[src/rtl/count_display_mux_pkg.sv]
// Shared types and constants for the count display stage: FSM states,
// seven-segment patterns (active low, g..a) and digit count.
package count_display_pkg;

    typedef enum logic [1:0] {
        IDLE  = 2'd0,
        SHIFT = 2'd1,
        DONE  = 2'd2
    } state_t;

    localparam int DIGITS = 8;

    localparam logic [6:0] SEG_BLANK = 7'h7F;

    // Index 0 is the rightmost entry.
    localparam logic [9:0][6:0] SEG_TABLE = {
        7'h10, 7'h00, 7'h78, 7'h02, 7'h12,
        7'h19, 7'h30, 7'h24, 7'h79, 7'h40
    };

    function automatic logic [6:0] seg_decode(input logic [3:0] nib);
        if (nib > 4'd9) begin
            return SEG_BLANK;
        end
        return SEG_TABLE[nib];
    endfunction

endpackage

[src/rtl/count_display_mux_if.sv]
// Count inputs and display pins of the count display stage.
// No handshake: counts are sampled as levels in IDLE, outputs are free-running.
interface count_display_mux_if;
    import count_display_pkg::*;

    logic [7:0]        i_count_a;
    logic [7:0]        i_count_b;
    logic [DIGITS-1:0] o_an;
    logic [7:0]        o_sseg;
    logic              o_busy;
    state_t            dbg_state;

    modport master (
        output i_count_a, i_count_b,
        input  o_an, o_sseg, o_busy, dbg_state
    );

    modport slave (
        input  i_count_a, i_count_b,
        output o_an, o_sseg, o_busy, dbg_state
    );

endinterface

[src/rtl/count_display_mux_bin2bcd_step.sv]
// Add-3 correction of a 3-digit BCD value, applied before each
// shift-left step of the binary-to-BCD conversion.
module bin2bcd_step (
    input  logic [11:0] bcd,
    output logic [11:0] bcd_adj
);

    for (genvar i = 0; i < 3; i++) begin : g_nib
        assign bcd_adj[4*i +: 4] = (bcd[4*i +: 4] >= 4'd5) ? bcd[4*i +: 4] + 4'd3
                                                            : bcd[4*i +: 4];
    end

endmodule

[src/rtl/count_display_mux.sv]
// Converts two 8-bit counts to BCD (IDLE, 8x SHIFT, DONE) and scans them
// onto an 8-digit multiplexed seven-segment display.
module count_display_mux
    import count_display_pkg::*;
#(
    parameter int REFRESH_BITS = 18,
    parameter bit BLANK_LZ     = 1'b1
) (
    input logic                i_clk,
    input logic                i_rst_n,
    count_display_mux_if.slave bus
);

    state_t                  state, state_next;
    logic [7:0]              bin_a, bin_b;
    logic [11:0]             bcd_a, bcd_b;
    logic [11:0]             bcd_a_adj, bcd_b_adj;
    logic [11:0]             disp_a, disp_b;
    logic [2:0]              iter;
    logic [REFRESH_BITS-1:0] refresh;
    logic [2:0]              sel;
    logic [11:0]             disp;
    logic [3:0]              nib;
    logic                    blank;
    logic [7:0]              sseg_next, sseg_q;
    logic [DIGITS-1:0]       an_next, an_q;

    bin2bcd_step u_step_a (.bcd(bcd_a), .bcd_adj(bcd_a_adj));
    bin2bcd_step u_step_b (.bcd(bcd_b), .bcd_adj(bcd_b_adj));

    always_ff @(posedge i_clk or negedge i_rst_n) begin
        if (!i_rst_n) begin
            state <= IDLE;
        end else begin
            state <= state_next;
        end
    end

    always_comb begin
        state_next = state;
        case (state)
            IDLE:    state_next = SHIFT;
            SHIFT:   if (iter == 3'd7) state_next = DONE;
            DONE:    state_next = IDLE;
            default: state_next = IDLE;
        endcase
    end

    // Display registers change only in DONE, so a partial result is never shown.
    always_ff @(posedge i_clk or negedge i_rst_n) begin
        if (!i_rst_n) begin
            bin_a  <= '0;
            bin_b  <= '0;
            bcd_a  <= '0;
            bcd_b  <= '0;
            iter   <= '0;
            disp_a <= '0;
            disp_b <= '0;
        end else begin
            case (state)
                IDLE: begin
                    bin_a <= bus.i_count_a;
                    bin_b <= bus.i_count_b;
                    bcd_a <= '0;
                    bcd_b <= '0;
                    iter  <= '0;
                end
                SHIFT: begin
                    {bcd_a, bin_a} <= {bcd_a_adj, bin_a} << 1;
                    {bcd_b, bin_b} <= {bcd_b_adj, bin_b} << 1;
                    iter           <= iter + 3'd1;
                end
                DONE: begin
                    disp_a <= bcd_a;
                    disp_b <= bcd_b;
                end
                default: ;
            endcase
        end
    end

    always_ff @(posedge i_clk or negedge i_rst_n) begin
        if (!i_rst_n) begin
            refresh <= '0;
        end else begin
            refresh <= refresh + REFRESH_BITS'(1);
        end
    end

    assign sel  = refresh[REFRESH_BITS-1 -: 3];
    assign disp = sel[2] ? disp_b : disp_a;

    always_comb begin
        nib   = disp[3:0];
        blank = 1'b0;
        case (sel[1:0])
            2'd0: nib = disp[3:0];
            2'd1: begin
                nib   = disp[7:4];
                blank = BLANK_LZ && (disp[11:8] == 4'd0) && (disp[7:4] == 4'd0);
            end
            2'd2: begin
                nib   = disp[11:8];
                blank = BLANK_LZ && (disp[11:8] == 4'd0);
            end
            default: blank = 1'b1;
        endcase
        // Blank digits keep their anode on so every digit gets equal scan time.
        sseg_next = blank ? 8'hFF : {1'b1, seg_decode(nib)};
        an_next   = ~(DIGITS'(1) << sel);
    end

    always_ff @(posedge i_clk or negedge i_rst_n) begin
        if (!i_rst_n) begin
            an_q   <= '1;
            sseg_q <= 8'hFF;
        end else begin
            an_q   <= an_next;
            sseg_q <= sseg_next;
        end
    end

    assign bus.o_an      = an_q;
    assign bus.o_sseg    = sseg_q;
    assign bus.o_busy    = (state != IDLE);
    assign bus.dbg_state = state;

endmodule

[src/flat_wrapper.sv]
// flat-port wrapper written by rule: the top's interface ports become plain ports
module count_display_mux_flat import count_display_pkg::*;
#(
    parameter int REFRESH_BITS = 18,
    parameter bit BLANK_LZ     = 1'b1
)
  (i_clk, i_rst_n, bus_i_count_a, bus_i_count_b, bus_o_an, bus_o_sseg, bus_o_busy, bus_dbg_state);
  count_display_mux_if bus_i ();
  input logic i_clk;
  input logic i_rst_n;
  input wire logic [$bits(bus_i.i_count_a)-1:0] bus_i_count_a;
  input wire logic [$bits(bus_i.i_count_b)-1:0] bus_i_count_b;
  output wire logic [$bits(bus_i.o_an)-1:0] bus_o_an;
  output wire logic [$bits(bus_i.o_sseg)-1:0] bus_o_sseg;
  output wire logic [$bits(bus_i.o_busy)-1:0] bus_o_busy;
  output wire logic [$bits(bus_i.dbg_state)-1:0] bus_dbg_state;
  assign bus_i.i_count_a = bus_i_count_a;
  assign bus_i.i_count_b = bus_i_count_b;
  assign bus_o_an = bus_i.o_an;
  assign bus_o_sseg = bus_i.o_sseg;
  assign bus_o_busy = bus_i.o_busy;
  assign bus_dbg_state = bus_i.dbg_state;
  count_display_mux #(.REFRESH_BITS(REFRESH_BITS), .BLANK_LZ(BLANK_LZ)) u_core (.i_clk(i_clk), .i_rst_n(i_rst_n), .bus(bus_i));
endmodule
[config.mk]
export PLATFORM = sky130hd
export DESIGN_NAME = count_display_mux_flat
export DESIGN_NICKNAME = d
export VERILOG_FILES = /design/src/rtl/count_display_mux_pkg.sv /design/src/rtl/count_display_mux_if.sv /design/src/rtl/count_display_mux_bin2bcd_step.sv /design/src/rtl/count_display_mux.sv /design/src/flat_wrapper.sv
export SDC_FILE = /design/constraint.sdc
export NUM_CORES = 1
export LEC_CHECK = 0
export BUFFER_PORTS_ARGS = -buffer_cell sky130_fd_sc_hd__buf_2
export CAP_MARGIN = 30
export CORE_ASPECT_RATIO = 0.6
export CORE_MARGIN = 4
export CORE_UTILIZATION = 55
export CTS_CLUSTER_DIAMETER = 120
export DETAILED_ROUTE_END_ITERATION = 8
export PLACE_DENSITY = 0.76
export SLEW_MARGIN = 20
export SYNTH_ARGS = -nofsm -noshare
export SYNTH_HDL_FRONTEND = slang
export SYNTH_SLANG_ARGS = --single-unit
[constraint.sdc]
create_clock -name i_clk -period 2.8 [get_ports i_clk]
set_input_delay 0.42 -clock i_clk [delete_from_list [all_inputs] [get_ports i_clk]]
set_output_delay 0.42 -clock i_clk [all_outputs]
set_load 0.02 [all_outputs]
======== After elaboration in Yosys (flattened, before gate mapping) ========
Memories as Yosys holds them, arrays and structs flattened.
Index checks and enable logic that the tools add are counted.
word-level totals
  bits in registers ....................... 103
  input port bits ......................... 18
  memories ................................ 1
  memory bits (read-only) ................. 112
operators by class
  eq/ne operators ......................... 6
  bitwise gates (word level) .............. 1
  $lt $le $gt $ge ......................... 8
  shift-type cells ........................ 1
  reductions and logical operators ........ 7
  mux-type cells .......................... 21
  add/sub/neg operators ................... 8
memory list
  name             words  width  read ports  clocked after memory_dff  write ports  line                         source
  (no name shown)  16     7      1           0                         0            count_display_mux_pkg.sv:25  return SEG_TABLE[nib];
operator list
  operator                                              number
  one-hot mux 12 bit (2 select lines)                   2
  one-hot mux 8 bit (2 select lines)                    2
  2-to-1 mux 7 bit                                      4
  >= comparator 4 x 3 -> 1 bit (second input constant)  6
  adder 18 x 1 -> 18 bit (second input constant)        1
  adder 4 x 2 -> 4 bit (second input constant)          4
  2-to-1 mux 4 bit                                      4
  2-to-1 mux 12 bit                                     1
  zero test 4 bit                                       2
  NOT 8 bit                                             1
  one-hot mux 4 bit (2 select lines)                    1
  << shifter 1 x 3 -> 8 bit (first input constant)      1
  adder 3 x 2 -> 3 bit (second input constant)          2
  2-to-1 mux 3 bit                                      2
  one-hot mux 3 bit (2 select lines)                    1
  < comparator 4 x 5 -> 1 bit (second input constant)   1
  == test 2 x 1 -> 1 bit (second input constant)        2
  == test 2 bit (second input constant)                 2
  > comparator 4 bit (second input constant)            1
  zero test 2 bit                                       2
  one-hot mux 2 bit (2 select lines)                    1
  nonzero test 2 bit                                    2
  adder 3 x 1 -> 3 bit (second input constant)          1
  == test 3 bit (second input constant)                 1
  other kinds (5)                                       5

======== Longest topological paths before layout ========
Gate-level depths: netlist (run 1).
  word-level depth ........................ 6
  depth in mapped cells ................... 11
  mapped depth without buffers ............ 11

======== Hierarchy ========
A second synthesis (run 1) with hierarchy kept.
unflattened totals
  cells, all modules ...................... 445
  area total of the unflattened synthesis .. 5,011.1 µm²
by module, submodules not included
  module             instances  area each (µm²)  cells each
  count_display_mux  1          4,403.0          349
  bin2bcd_step       2          304.0            48

======== Least setup slack after synthesis (run 1) ========
No wires, ideal clock.
  path kind ............................... register -> register
  start point ............................. register u_core.refresh[17]
  end point ............................... register u_core.sseg_q[6], in the netlist u_core.bus.o_sseg[6]
  buffers on the path ..................... 3
  cell stages (with the launch flop) ...... 12
  data arrival time ....................... 2.388 ns
  setup slack ............................. 0.353 ns
  clock period less this slack ............ 2.447 ns
  cells stage by stage .................... dfrtp_1 -> buf_6 -> buf_2 -> buf_1 -> mux2i_1 -> a21oi_1 -> inv_1 -> ha_1 -> or2_2 -> o211ai_1 -> o21bai_1 -> a21o_1
between the ends
  cells in the longest elaborated chain, start to end .. 6
  elaborated cells on any way between the ends .. 12
RTL lines
  item                                                                        line                                                      source
  start, declared                                                             count_display_mux.sv:20                                   logic [REFRESH_BITS-1:0] refresh;
  start signal, assigned                                                      count_display_mux.sv:86                                   refresh <= refresh + REFRESH_BITS'(1);
  2-to-1 mux 12 bit (*)                                                       count_display_mux.sv:91                                   assign disp = sel[2] ? disp_b : disp_a;
  one-hot mux 4 bit (2 select lines)                                          count_display_mux.sv:96                                   case (sel[1:0])
  memory (16 x 7 bit) or > comparator 4 bit (tied branches)                   --
  2-to-1 mux 7 bit (implied by the code) or 2-to-1 mux 1 bit (tied branches)  count_display_mux_pkg.sv:25, count_display_mux_pkg.sv:22
  2-to-1 mux 7 bit                                                            count_display_mux_pkg.sv:25
  2-to-1 mux 7 bit (*)                                                        count_display_mux.sv:109                                  sseg_next = blank ? 8'hFF : {1'b1, seg_decode(nib)};
  net u_core.sseg_next[6]                                                     count_display_mux.sv:25                                   logic [7:0] sseg_next, sseg_q;
  end signal, assigned                                                        count_display_mux.sv:119                                  sseg_q <= sseg_next;
  end, declared                                                               count_display_mux.sv:25
Mark *: on every way through the listed nets, which the timed path passes. The rest lies on a longest branch. The select of a mux whose other input is x is not followed.
A chain may end at the register's enable or synchronous reset.

======== Worst setup path after layout (run 1) ========
  start point ............................. register u_core.refresh[16]
  end point ............................... register u_core.sseg_q[6], in the netlist u_core.bus.o_sseg[6]
between the ends
  cells in the longest elaborated chain, start to end .. 6
  elaborated cells on any way between the ends .. 11
RTL lines
  item                                                                        line
  == test 2 bit or == test 2 x 1 -> 1 bit (tied branches)                     count_display_mux.sv:96
  one-hot mux 4 bit (2 select lines)                                          count_display_mux.sv:96
  memory (16 x 7 bit) or > comparator 4 bit (tied branches)                   --
  2-to-1 mux 7 bit (implied by the code) or 2-to-1 mux 1 bit (tied branches)  count_display_mux_pkg.sv:25, count_display_mux_pkg.sv:22
  2-to-1 mux 7 bit                                                            count_display_mux_pkg.sv:25
  2-to-1 mux 7 bit (*)                                                        count_display_mux.sv:109
  net u_core.sseg_next[6]                                                     count_display_mux.sv:25
Marks and branches as above.

==> run metrics, run 1 <==
CP dominant cell by count=inv_1; top_reg_cell synth=dfrtp_1; WP data required=between 3 and 4 ns; most area-consuming cells after synthesis=dfrtp_1 44%, dfstp_2 8.0%, mux2_2 7.5%; clk root buf=clkbuf_16; Arr. time, crit path=2.90 ns; P_leak=0.00259 uW; Antenna Violating Nets Remaining=0; reg2reg setup slack=0.19 ns; Max Slew Vio Count=0; die area=~11000 sq um; layout cells sized above 1=23.7%; Slew @ Worst Pin=between 0.6 and 0.7 ns; routability cong.=between 0.8 and 0.9; Synth async-reset ratio=100%; Max Cap Violations=0; final hold vios=0; register area share after synthesis=52.1%; top-area cell type share of the netlist area=44.1%; Clock Pin Slew Worst Setup and Hold Paths=0.07 ns; H-tree depth=3; Synth top cells by count=87 x dfrtp_1, 60 x nand2_1, 39 x o21ai_0; Fin Clk Skew=~0.011 ns; clock buffer count from CTS=9; Crit Path Class=reg2reg; 1st-iter DRT viols=179; Mapped Nets=497; CP max stage delay=0.44 ns; min cycle time layout=2.61 ns; final period utilization=between 90% and 100%; slowest cell on the critical path=dfrtp_1; worst vdd ir=0.000410 V; Initial Utilization=about 57%; drt wl/cell=15.4 um; vias per cell=5.45; Row Count=26; via count=3303; Skew-Pair Late Insertion Delay=0.36 ns; Mapped Area=4940 sq um; final setup violating endpoints=0; Adder-Cell Fraction of Synth Area=6.59%; setup TNS=0 ns; CTS tree=yes; Yosys cell types=46; Worst slew margin=54.1%; outcome=finished clean; Seq cells post-synth=just over 100; Compound-Gate Fraction of Synth Area=10.7%; Max Freq=383 MHz; clock sink count=102; unrepaired setup endpoints after global routing=no; Die Span Y=81.4 um; post-synthesis simple-gate area fraction=11.6%; Ys Warns=0; Pwr per Cell Area=between 700 and 800 nW/um^2; WL final=9340 um; # fillers=about 660; Hold/Removal Path Class=in2async; Buffers & Inverters on Critical Path=3; Layout area overhead=12.7%; global-route wire length before repair=16100 um; crit-path cells=inv_1 > ha_1 > inv_1 > a221oi_1 > a21oi_2 > inv_1 > ha_1 > or2_2 > o211ai_1 > o21bai_1 > a21o_1; largest net degree at the start of global routing=50; largest family of logic cells by synthesized area=simple AND/OR/NAND/NOR gates; CORE AREA=between 8000 and 9000 sq um; switching part of the total power=30.9%; P_int=2920 uW; DRC Markers=0; cell count after synthesis=roughly 450; deepest clock path buffer count=2; number of flops mapped to enable cells by yosys=0; CP Capture Type=flip-flop; Final #Nets=533; global route overflow=0; logic gate share of total power=23.2%; DP Wirelength=6620 um; vias in the first global route=3193; router iterations before antenna repair=4; proportion of power drawn by the clock network=30.9%; area leader, netlist=dfrtp_1; antenna violations before repair=0; most frequent cell after synthesis=dfrtp_1; Pwr Total=4230 uW; Synth Area in XOR/XNOR=4.61%; die width=about 130 um; switching power=approximately 1300 uW; startpoint type of the worst setup path=flip-flop; Final WS setup=0.192 ns; Sequential Power Share=45.9%; antenna cells=0; Crit Path Max Fanout=7; Mean Syn Cell Area=between 10 and 15 sq um; GRT Util Overall=19.5%; CP delay by family, top=compound AO/OA/AOI/OAI gates; Placement Setup Slack=0.0265 ns; num ports=37; number of port buffers=35; mux cell area share after synthesis=11.1%
## worst register-to-register path: cells and delay by family, from the launching register on
family,cells,cell delay [ns]
and+or+nand+nor,1,0.31
buffers and inverters,3,0.40
DFF,1,0.44
AOI/OAI and AO/OA,5,0.89
adders and majority gates,2,0.52
## stage by stage
| step | hold WS (ns) | util (%) | cell area (sq um) | cells |
|---|---|---|---|---|
| finish | 0.0679 | 64.6 | 5570 | 606 |
| global route | 0.120 | 64.6 | 5570 | 606 |
| CTS | 0.100 | 64.4 | 5560 | 605 |
| detailed placement | 0.457 | 60.8 | 5240 | 589 |
| global placement | 0.457 | 60.8 | 5240 | 589 |
| floorplan | 0.124 | - | 4940 | 453 |
## what timing repair did
action	4_1_cts	5_1_grt
setup endpoints to repair	0	6
buffers inserted	0	1
endpoints found under the hold margin	0	0
gates resized for setup	0	2
hold buffers	0	0
## final timing paths
path / from / cells after the start / end
max: u_core.refresh[16] / 11 / u_core.bus.o_sseg[6]
min: i_rst_n / 1 / u_core.bin_a[2]
max reg2reg: u_core.refresh[16] / 11 / u_core.bus.o_sseg[6]
min reg2reg: u_core.refresh[5] / 1 / u_core.refresh[5]
max in group asynchronous: i_rst_n / 2 / u_core.bus.o_an[4]
min in group i_clk: bus_i_count_b[0] / 2 / u_core.bin_b[0]
## power groups by stage
stage	logic, uW	registers (uW)	clock network [uW]
after floorplan	681	1950	0
after global placement	933	1950	0
after detailed placement	978	1960	0
after CTS	988	1940	1330
after global routing	1120	1980	1390
final	983	1940	1310
## flip-flops by register name, summed over array words and instances, names as in the netlist
signal and cells:
u_core.bin_b 8, u_core.bus.o_an 8, u_core.bcd_b 12, u_core.bcd_a 12
u_core.iter 3, u_core.bin_a 8, u_core.disp_a 12, u_core.refresh 18
u_core.bus.dbg_state 2, u_core.bus.o_sseg 7, u_core.disp_b 12
## layout by cell type, fill, tap and decap left out, types with 11 or more instances in the layout
| master | Yosys | final |
|---|---|---|
| nand2_1 | 60 | 60 |
| nor2_1 | 17 | 17 |
| mux2i_1 | 16 | 16 |
| nand2b_1 | 13 | 13 |
| buf_2 | 1 | 34 |
| inv_1 | 20 | 20 |
| o21ai_0 | 39 | 39 |
| ha_1 | 26 | 26 |
| xnor2_1 | 19 | 19 |
| dfrtp_1 | 87 | 85 |
| a22o_1 | 12 | 12 |
| buf_4 | 1 | 11 |
| mux2_2 | 33 | 33 |
| a21oi_1 | 16 | 15 |
| dfstp_2 | 15 | 15 |
## final cells by class
class | instances | area, sq um | share of cell area, %
clock inverters | 6 | 75.1 | 1.35
repair buffers | 45 | 253 | 4.54
flip-flops and latches | 102 | 2570 | 46.2
well taps | 112 | 140 | 2.52
clock buffers | 10 | 239 | 4.29
inverters | 20 | 75.1 | 1.35
multi-input cells | 311 | 2210 | 39.7
## per-layer routing
metal	GRT usage (%)	part of all wire [%]	vias up
li1	-	-	1622
met3	4.68	3.6	9
met1	27.9	49	1618
met5	0	0	-
met2	29.9	46	54
met4	5.95	1.3	0
## kinds of logic (layout without fill, tap and decap cells)
logic type	count (synthesis)	after routing
AND/OR/NAND/NOR	122	122
flip-flops	102	102
multiplexers	50	50
adder cells (fa/ha/maj)	26	26
XOR/XNOR	26	26
other	1	1
buffers and inverters	40	81
AO/OA/AOI/OAI	86	86
No activity file was read; power rests on OpenSTA's default activity.
==> run 2, diff against run 1 <==
SYNTH_HIERARCHICAL = 1   (was default)
==> run 2 against run 1 <==
Compared with the run above:
- fmax up 1.6%
- clock power down 3%
- critical path type unchanged
- sequential cell count unchanged
- global-route usage up 0.087 points
- largest cell class unchanged
- wire length down 0.60%
- design area up 0.81%
- utilization up 0.28 points
- synthesized cell count down 3.5%
- highest routed layer unchanged
- die area up 0.58%
- final cell count down 2.5%
==> run metrics, run 2 <==
Clock Pin Slew Worst Setup and Hold Paths=approximately 0.070 ns; R2R Path Start=u_core/refresh[15]; Ys Warns=6; multi-input logic area=about 2300 sq um; most frequent cells in the layout=86 x dfrtp_1, 49 x nand2_1, 34 x buf_2, 34 x mux2_2, 28 x a22o_1; DP Area=5300 sq um; Util after Layout=between 60% and 70%; slowest cell on the critical path=dfrtp_1; CP max stage delay=0.40 ns; Mapped Nets=481; largest net degree at the start of global routing=46; max reg flops=18; CTS resizes=0; GRT Util Overall=approximately a fifth; vias per cell=5.45; clock sink count=102; Initial Utilization=between 50% and 60%; num ports=37; Hold/Removal Path Class=in2async; Mapped Area=approximately 5000 sq um; register area=roughly 2600 sq um; WL final=9280 um; antenna cells=0; Worst slew margin=50.7%; number of port buffers=35; Skew-Pair Late Insertion Delay=around 0.35 ns; Antenna Violating Nets Remaining=0; CP dominant cell by count=inv_1; CP delay by family, top=compound AO/OA/AOI/OAI gates; Crit Path Class=reg2reg; die width=around 130 um; DP Wirelength=~6600 um; unrepaired setup endpoints after global routing=no; clk root buf=clkbuf_16; crit-path cells=inv_1 > ha_1 > inv_1 > a221oi_1 > a21oi_2 > inv_1 > ha_1 > or2_2 > o211a_1 > a22oi_1 > or2_1; hold_buf cts=0; # fillers=673; drt wl/cell=between 15 and 20 um; CORE AREA=about 8700 sq um; reg2reg setup slack=0.23 ns; Row Count=26; die area=10700 sq um; postcts setup bufs=0; cell count after synthesis=437; final setup violating endpoints=0; Slew @ Worst Pin=0.737 ns; clock buffer count from CTS=9; origin of the worst setup path=u_core/refresh[15]; Die Span Y=81.6 um; Pwr per Cell Area=812 nW/um^2; antenna violations before repair=0; Max Slew Vio Count=0; Max Freq=390 MHz; startpoint type of the worst setup path=flip-flop; Placed Cells=575; WP data required=3.08 ns; min cycle time layout=~2.6 ns; vias in the first global route=about 3.3k; Layout area overhead=12.9%; global route overflow=0; Crit Path Max Fanout=5; setup TNS=0 ns; 1st-iter DRT viols=168; deepest clock path buffer count=2; CTS tree=yes; Fin Clk Skew=around 0.0095 ns; Biggest register=u_core/refresh; routability cong.=a little under 0.8; Final #Nets=just over 500; Arr. time, crit path=2.85 ns; most common cell after layout, fill and taps aside=dfrtp_1; router iterations before antenna repair=4; layout cells sized above 1=25.9%; final hold vios=0; worst vdd ir=roughly 0.00054 V; post-route insts no fill=between 500 and 600; DRC Markers=0; Mean Syn Cell Area=11.4 sq um; CP Capture Type=flip-flop; final period utilization=91.7%; final instance area=5610 sq um; via count=3221; outcome=finished clean; Max Cap Violations=0; Buffers & Inverters on Critical Path=3; P_leak=0.00263 uW; global-route wire length before repair=approximately 16000 um; H-tree depth=3
[run 2: per-stage QoR]
stage	hold WS [ns]	setup slack (ns)	power [uW]
after floorplan	0.124	0.322	2970
after detailed placement	0.465	0.167	3300
final	0.0674	0.234	4560
after global placement	0.455	0.311	3240
after global routing	0.111	0.0490	4870
after CTS	0.0913	0.151	4600
[run 2: worst paths after layout]
path,to,cells after the start
min in group i_clk,u_core/bin_a[0],2
worst min-delay path,u_core/bcd_b[11],1
worst min register to register,u_core/refresh[5],1
max in group asynchronous,u_core/bus.o_sseg[5],2
worst max register to register,u_core/bus.o_sseg[6],11
worst max-delay path,u_core/bus.o_sseg[6],11
[run 2: cell type report]
| cell class | instances | area share [%] |
|---|---|---|
| tap | 112 | 2.50 |
| timing repair buffer | 45 | 4.73 |
| clock buffer | 11 | 4.50 |
| clock inverter | 5 | 1.00 |
| sequential | 102 | 45.8 |
| inverter | 20 | 1.34 |
| multi-input combinational | 296 | 40.1 |
[run 2: where the power goes]
group	switching (uW)	leakage [uW]	internal [uW]
clock network	528	0.000154	741
registers	271	0.00129	1780
logic	603	0.00119	634
total	1400	0.00263	3160
[run 2: metal layers]
layer,GRT usage (%),up-vias,part of all wire [%]
met3,4.74,4,4.1
met1,28.9,1583,52
li1,-,1584,-
met2,28.4,50,44
met4,6.67,0,0.86
met5,0,-,0
==> run 3, diff against run 2 <==
ABC_CLOCK_PERIOD_IN_PS = 2800   (was default)
CORE_UTILIZATION = 50   (was 55)
PLACE_DENSITY = 0.7   (was 0.76)
==> run 3 against run 2 <==
Compared with the run above:
- die area grew 9.2%
- sequential power about the same
- final cell count increased by 3.0%
- clock power grew 12%
- count of clock-buffer cells in the layout fell by 1
- global-route usage fell by 1.9 points
- hold slack got worse by 0.017 ns
- register-to-register slack lost 0.12 ns
- utilization down 4.9 points
- fmax down 4.4%
- design area up 0.65%
- combinational power hardly changed
==> run metrics, run 3 (synthesis gave the netlist of run 2 again) <==
outcome=finished clean; most frequent cells in the layout=86 x dfrtp_1, 49 x nand2_1, 34 x buf_2, 34 x mux2_2, 28 x a22o_1; Placed Cells=593; final hold vios=0; CTS resizes=0; Max Cap Violations=0; R2R Path Start=u_core/refresh[15]; final setup violating endpoints=0; Pwr per Cell Area=833 nW/um^2; most common cell after layout, fill and taps aside=dfrtp_1; final period utilization=95.9%; Hold/Removal Path Class=in2async; Crit Path Max Fanout=5; via count=3189; Initial Utilization=52.7%; setup TNS=0 ns; Buffers & Inverters on Critical Path=3; final instance area=around 5600 sq um; Max Slew Vio Count=0; slowest cell on the critical path=dfrtp_1; largest net degree at the start of global routing=41; met2 GRT Util=24.3%; CP delay by family, top=simple AND/OR/NAND/NOR gates; crit-path cells=inv_1 > ha_1 > inv_1 > a221oi_1 > nor2_1 > inv_1 > ha_1 > or2_2 > o211a_1 > a22oi_1 > or2_1; Fin Clk Skew=approximately 0.01 ns; Critical R2R Capture=u_core/bus.o_sseg[6]; WP depth=11; WP data required=3.08 ns; CP dominant cell by count=inv_1; met1 usage=27.7%; worst vdd ir=~0.00053 V; vias per cell=5.24; switching part of the total power=30.1%; 1st-iter DRT viols=185; proportion of power drawn by the clock network=30.2%; min cycle time layout=2.68 ns; post-route insts no fill=609; clk root buf=clkbuf_16; Worst slew margin=62.6%; register area=2570 sq um; GR Util met3=4.32%; Die Span Y=around 85 um; hold_buf cts=0; router iterations before antenna repair=4; logic gate share of total power=between 20% and 30%; multi-input logic area=between 2000 and 2500 sq um; number of port buffers=35; P_leak=0.00264 uW; antenna cells=0; P_int=3290 uW; Arr. time, crit path=2.97 ns; DP Area=5310 sq um; max reg flops=18; die width=between 100 and 150 um; startpoint type of the worst setup path=flip-flop; Max Freq=372 MHz; CORE AREA=around 9400 sq um; WL final=9410 um; layout cells sized above 1=25.7%; global-route wire length before repair=16300 um; Row Count=27; Slew @ Worst Pin=0.561 ns; switching power=1420 uW; vias in the first global route=3221; clock sink count=102; Pwr Total=4700 uW; clock buffer count from CTS=9; Final #Nets=around 520; CP Capture Type=flip-flop; deepest clock path buffer count=2; Sequential Power Share=43.6%; Skew-Pair Late Insertion Delay=0.34 ns; Biggest register=u_core/refresh; global route overflow=0; drt wl/cell=15.4 um; Layout area overhead=13.6%; H-tree depth=3; CTS tree=yes; CP max stage delay=0.41 ns; routability cong.=between 0.7 and 0.8; Most Crowded Layer GR=met1; postcts setup bufs=0; DP Wirelength=6620 um; die area=11700 sq um; Antenna Violating Nets Remaining=0; num ports=37; reg2reg path depth=11; GRT Util Overall=17.7%; DRC Markers=0; reg2reg setup slack=0.12 ns; Clock Pin Slew Worst Setup and Hold Paths=0.07 ns; antenna violations before repair=0; Crit Path Class=reg2reg; # fillers=747
-- run 3: cell types whose count changed in the layout (fill, tap and decap cells not counted) --
cell,previous run,this run
nor2_1,13,14
clkinv_4,1,0
buf_12,1,0
nor2_2,1,0
clkbuf_8,2,0
clkinv_1,1,0
buf_4,10,11
clkbuf_1,0,1
bufinv_16,1,3
clkinv_2,1,2
-- run 3: routing by layer --
metal	wire length (um)	share of wire, %
met5	0	0
met3	252	2.7
met2	3820	41
met1	5190	55
met4	145	1.5
-- run 3: final cells by class --
| type | count | area share (%) |
|---|---|---|
| sequential | 102 | 45.5 |
| multi-input combinational | 296 | 39.8 |
| timing repair buffer | 45 | 4.47 |
| clock buffer | 10 | 4.05 |
| tap | 130 | 2.88 |
| clock inverter | 6 | 1.93 |
| inverter | 20 | 1.33 |
-- run 3: through the flow --
stage               hold WS (ns)  worst slack (ns)  utilization [%]
floorplan                  0.124             0.322                -
CTS                       0.0638             0.124             59.9
finish                    0.0508             0.115             59.9
detailed placement         0.433             0.127             56.3
global placement           0.429             0.293             56.3
global route              0.0867           -0.0120             59.9
-- run 3: power groups by stage --
stage	Combinational, uW	Clock [uW]	Sequential, uW
2_1_floorplan	914	0	2050
3_3_place_gp	1190	0	2070
3_5_place_dp	1230	0	2070
4_1_cts	1240	1450	2050
5_1_grt	1400	1510	2090
6_report	1230	1420	2050
-- run 3: how the worst max path moves through the flow --
stage                        from  slack, ns                   end
2_1_floorplan  u_core/refresh[17]       0.32  u_core/bus.o_sseg[2]
3_3_place_gp   u_core/refresh[15]       0.29  u_core/bus.o_sseg[6]
3_5_place_dp   u_core/refresh[15]       0.13  u_core/bus.o_sseg[6]
4_1_cts        u_core/refresh[15]       0.12  u_core/bus.o_sseg[6]
5_1_grt        u_core/refresh[15]      -0.01  u_core/bus.o_sseg[6]
6_report       u_core/refresh[15]       0.12  u_core/bus.o_sseg[6]
